--- config.mk ---
export PLATFORM = sky130hd
export DESIGN_NAME = serial_frame_deserializer
export DESIGN_NICKNAME = d
export VERILOG_FILES = /design/src/rtl/serial_frame_deserializer.sv
export SDC_FILE = /design/constraint.sdc
export NUM_CORES = 1
export LEC_CHECK = 0
export CORE_MARGIN = 2
export CORE_UTILIZATION = 35
export CTS_BUF_LIST = sky130_fd_sc_hd__clkbuf_2
export DETAILED_ROUTE_END_ITERATION = 8
export DONT_BUFFER_PORTS = 1
export PLACE_DENSITY = 0.57
export SLEW_MARGIN = 20
export SYNTH_ARGS = -nofsm -noshare
export SYNTH_HDL_FRONTEND = slang
export SYNTH_SLANG_ARGS = --single-unit
--- constraint.sdc ---
create_clock -name clk -period 2.15 [get_ports clk]
set_clock_uncertainty 0.05 [all_clocks]
set_input_delay 0.3225 -clock clk [delete_from_list [all_inputs] [get_ports clk]]
set_output_delay 0.3225 -clock clk [all_outputs]
set_load 0.05 [all_outputs]
--- src/rtl/serial_frame_deserializer.sv ---
// Serial frame receiver: start bit (0), WIDTH data bits, stop bit (1), sampled on bit_en.
// Each completed word sits in a one-entry buffer and is handed downstream with valid/ready.
// Stop-bit errors and words dropped because the buffer is still full raise one-cycle pulses.
module serial_frame_deserializer #(
    parameter int WIDTH     = 4,
    parameter int LSB_FIRST = 1
) (
    input  logic             clk,
    input  logic             rst,
    input  logic             bit_en,
    input  logic             s_in,
    output logic [WIDTH-1:0] p_out,
    output logic             out_valid,
    input  logic             out_ready,
    output logic             busy,
    output logic             frame_err,
    output logic             overrun
);

    localparam int               CNT_W    = $clog2(WIDTH + 1);
    localparam logic [CNT_W-1:0] LAST_BIT = CNT_W'(WIDTH - 1);

    typedef enum logic [1:0] {
        IDLE,
        DATA,
        STOP
    } state_t;

    state_t           state, state_nxt;
    logic [CNT_W-1:0] cnt, cnt_nxt;
    logic [WIDTH-1:0] sr, sr_nxt;
    logic [WIDTH-1:0] p_out_nxt;
    logic             out_valid_nxt;
    logic             frame_err_nxt;
    logic             overrun_nxt;

    // Next-state, datapath and flag decode; bit-level progress only on bit_en, handshake every cycle.
    always_comb begin
        // NOTE: every output gets a default first so no path leaves a variable unassigned (no latch).
        state_nxt     = state;
        cnt_nxt       = cnt;
        sr_nxt        = sr;
        p_out_nxt     = p_out;
        out_valid_nxt = out_valid;
        frame_err_nxt = 1'b0;
        overrun_nxt   = 1'b0;

        // Consumer takes the buffered word; a load in the same cycle below overrides this.
        if (out_valid && out_ready) begin
            out_valid_nxt = 1'b0;
        end

        if (bit_en) begin
            unique case (state)
                IDLE: begin
                    if (!s_in) begin
                        state_nxt = DATA;
                        cnt_nxt   = '0;
                    end
                end
                DATA: begin
                    if (LSB_FIRST != 0) begin
                        sr_nxt = {s_in, sr[WIDTH-1:1]};
                    end else begin
                        sr_nxt = {sr[WIDTH-2:0], s_in};
                    end
                    cnt_nxt = cnt + CNT_W'(1);
                    if (cnt == LAST_BIT) begin
                        state_nxt = STOP;
                    end
                end
                STOP: begin
                    // The next start bit is only looked for from IDLE, on a later strobe.
                    state_nxt = IDLE;
                    if (!s_in) begin
                        frame_err_nxt = 1'b1;
                    end else if (!out_valid || out_ready) begin
                        p_out_nxt     = sr;
                        out_valid_nxt = 1'b1;
                    end else begin
                        overrun_nxt = 1'b1;
                    end
                end
                default: begin
                    state_nxt = IDLE;
                end
            endcase
        end
    end

    // State, datapath and registered outputs; reset aborts any frame in flight without flags.
    always_ff @(posedge clk or negedge rst) begin
        if (!rst) begin
            state     <= IDLE;
            cnt       <= '0;
            sr        <= '0;
            p_out     <= '0;
            out_valid <= 1'b0;
            busy      <= 1'b0;
            frame_err <= 1'b0;
            overrun   <= 1'b0;
        end else begin
            // NOTE: non-blocking assignments so every register samples pre-edge values.
            state     <= state_nxt;
            cnt       <= cnt_nxt;
            sr        <= sr_nxt;
            p_out     <= p_out_nxt;
            out_valid <= out_valid_nxt;
            busy      <= (state_nxt != IDLE);
            frame_err <= frame_err_nxt;
            overrun   <= overrun_nxt;
        end
    end

endmodule
==> results by group <==
Outcome
  • Status: complete, no violations

Pwr
  • Clk network pwr share: 0.144
  • Int Power: 0.000610 W
  • Share of total power in combinational logic: 0.224
  • Leakage power: about 0.40 nW
  • Net Sw Power: 0.000379 W
  • Sw Share: 0.383
  • Sequential share of power: 0.632
  • Peak VDD IR: around 600 uV
  • PwrDens: between 1000 and 1500 mW/mm^2

Floorplan
  • # IOs: 13
  • Row cnt: 16
  • Die Area: around 0.0025 sq mm
  • Die height: between 40 and 50 um
  • Starting Density: 0.374
  • Core Region: just under 0.002 sq mm
  • DIE WIDTH: ~50 um

Flow run
  • Max-cap violations: 0

Final layout
  • Share of cells above drive strength 1: 0.241
  • Most frequent cells in the layout: dfrtp_1 (17), mux2_4 (5), mux2_1 (3), clkbuf_2 (3)
  • Area of the multi-input gates: 302 sq um
  • # diodes: 0
  • # nets final: between 60 and 70
  • Fill cell count: just under 200
  • Sequential Area: approximately 430 sq um
  • Commonest non-fill, non-tap cell in the layout: dfrtp_1
  • Layout area overhead: 8.69%
  • Final non-filler cell total: about 80

Logic synthesis
  • Synth top area share: 0.579
  • Register area share after synthesis: 0.579
  • Synth area leaders: dfrtp_1 (58%), mux2_4 (10%), mux2_1 (4.6%), nor2b_4 (3.7%), ha_1 (3.4%)
  • #FFs+latches synth: 17
  • Mapped Area: around 730 sq um
  • Yosys warns: 0
  • Gate Count Post-Synth: between 40 and 50
  • Syn nets: 56
  • Compound-Gate Fraction of Synth Area: 0.0733
  • Cell taking the most area after synthesis: dfrtp_1
  • Post-synthesis mux area share: 0.148
  • Synth Area in Simple Gates: 0.155
  • Yosys cell types: 21
  • Synth Area in XOR/XNOR: 0
  • Avg Inst Size Synth: 15.0 sq um
  • Largest family of logic cells by synthesized area: simple AND/OR/NAND/NOR gates
  • Post-synthesis adder-cell area fraction: 0.0341

Detailed routing
  • WL per Instance: 12.4 um
  • Routed Antenna Nets: 0
  • Drt total wl: approximately 1000 um
  • Initial DRC count: 4
  • Vias per cell: roughly 4.6
  • Via count: 375
  • Drt drc: 0
  • Drt first pass iters: 4

Placed design
  • Port Buffer Count: 0
  • Placed Cells: 76
  • Hpwl dp: 729 um
  • Routability cong.: roughly 0.68

CTS
  • CTS tree: yes
  • CTS max path bufs: 2
  • Clock latency at the later pin of the worst-skew pair: roughly 0.30 ns
  • CTS Root Cell: clkbuf_2
  • Clk sinks: 17
  • H-tree Lvls: 1
  • Post-CTS Setup Bufs: 0
  • Worst-path clk slew: 0.17 ns
  • CTS buffer count: 3

STA
  • Worst Tran Pin Value: approximately 0.77 ns
  • Final setup violation count: 0
  • Hold Violations, Final: 0
  • Setup_tns: 0 ns
  • RSZ-0062 raised after global routing: false
  • Fmax: about 660 MHz
  • Slew Viols, Final: 0
  • Final worst path period share: 0.700
  • Max-slew headroom at the worst pin: 0.482
  • Crit path time final: between 1.5 and 2 ns

Critical path
  • Max stage delay cell, worst path: dfrtp_1
  • CP max FO: 4
  • Cell family with most CP delay: flip-flops
  • CP Launch Type: flip-flop
  • Buffers and inverters on the worst path: 0
  • Crit path required time: around 2.3 ns
  • Crit-path cells: nand2b_1 -> nor2b_4 -> mux2_4
  • R2r setup slk: around 0.64 ns
  • Crit Path Category: reg -> reg
  • CP max stage delay: 0.59 ns
  • Crit. End Element: flip-flop
  • Critical path arrival: between 1.5 and 2 ns

GRT
  • Initial antenna violation count: 0
  • Vias in the first global route: between 400 and 500
  • Global route overflow: 0
  • First-pass GRT wire length: ~2000 um
  • GR Util All Layers: 0.109
  • Pin count of the biggest net entering global routing: 18

Worst hold path
  • HP Class: in -> reg
==> cell type report <==
class / instances / area share
sequential: 17 / 0.533
multi-input combinational: 30 / 0.378
timing repair buffer: 1 / 0.0125
tap: 27 / 0.0423
clock buffer: 3 / 0.0188
inverter: 2 / 0.00940
clock inverter: 1 / 0.00627
==> path summary, 6_finish.rpt <==
kind	endpoint	cells past startpoint	from
worst max-delay path	p_out[1]	3	out_valid
worst min-delay path	sr[3]	1	s_in
worst max register to register	p_out[1]	3	out_valid
worst min register to register	sr[0]	1	sr[0]
max in group asynchronous	sr[2]	1	rst
min in group asynchronous	cnt[2]	1	rst
==> metal layers <==
layer / vias to the layer above / part of all wire / global-route usage
li1: 183 / - / -
met1: 177 / 0.49 / 0.147
met2: 11 / 0.43 / 0.147
met3: 4 / 0.043 / 0.0364
met4: 0 / 0.030 / 0.0694
met5: - / 0 / 0
==> cells by family (layout without fill, tap and decap cells) <==
kind of cell	Yosys count	count (layout)
AOI/OAI and AO/OA	7	7
adders and majority gates	2	2
buffers and inverters	2	7
DFF	17	17
muxes	8	8
and+or+nand+nor	13	13
==> synth_stat cells (all sizes together) <==
master and count:
a21o 1, a22o 1, a31o 1, a32o 1
and3 1, and3b 1, dfrtp 17, ha 2
inv 2, mux2 8, nand2 2, nand2b 1
nand4b 1, nor2 2, nor2b 4, o21ai 2
o2bb2ai 1, or2 1
==> power by group through the flow <==
stage | Sequential (W) | Clock, W | Combinational, W
after global placement | 0.000634 | 0 | 0.000215
after CTS | 0.000626 | 0.000153 | 0.000226
after floorplan | 0.000610 | 0 | 0.000195
after global routing | 0.000647 | 0.000163 | 0.000251
final | 0.000624 | 0.000143 | 0.000221
after detailed placement | 0.000636 | 0 | 0.000217
==> through the flow <==
stage / total power [W] / hold slack [ns] / cell area (sq um) / setup WS [ns] / util
after floorplan: 0.000805 / -0.0231 / 734 / 0.723 / -
after global placement: 0.000848 / -0.0227 / 768 / 0.685 / 0.392
after detailed placement: 0.000852 / -0.0227 / 768 / 0.667 / 0.392
after CTS: 0.00100 / 0.0806 / 798 / 0.618 / 0.407
after global routing: 0.00106 / 0.0627 / 798 / 0.576 / 0.407
final: 0.000988 / 0.102 / 798 / 0.645 / 0.407
==> state kept, by name (all words and copies together), names as in the netlist <==
register	flops
overrun	1
cnt	3
sr	4
state	2
out_valid	1
p_out	4
busy	1
frame_err	1
==> timing repair <==
action | in CTS | in global routing
hold buffers | 1 | 0
gates resized for setup | 0 | 0
hold endpoints to repair | 17 | 0
endpoints found under the setup margin | 0 | 0
No activity file was read; power rests on OpenSTA's default activity.
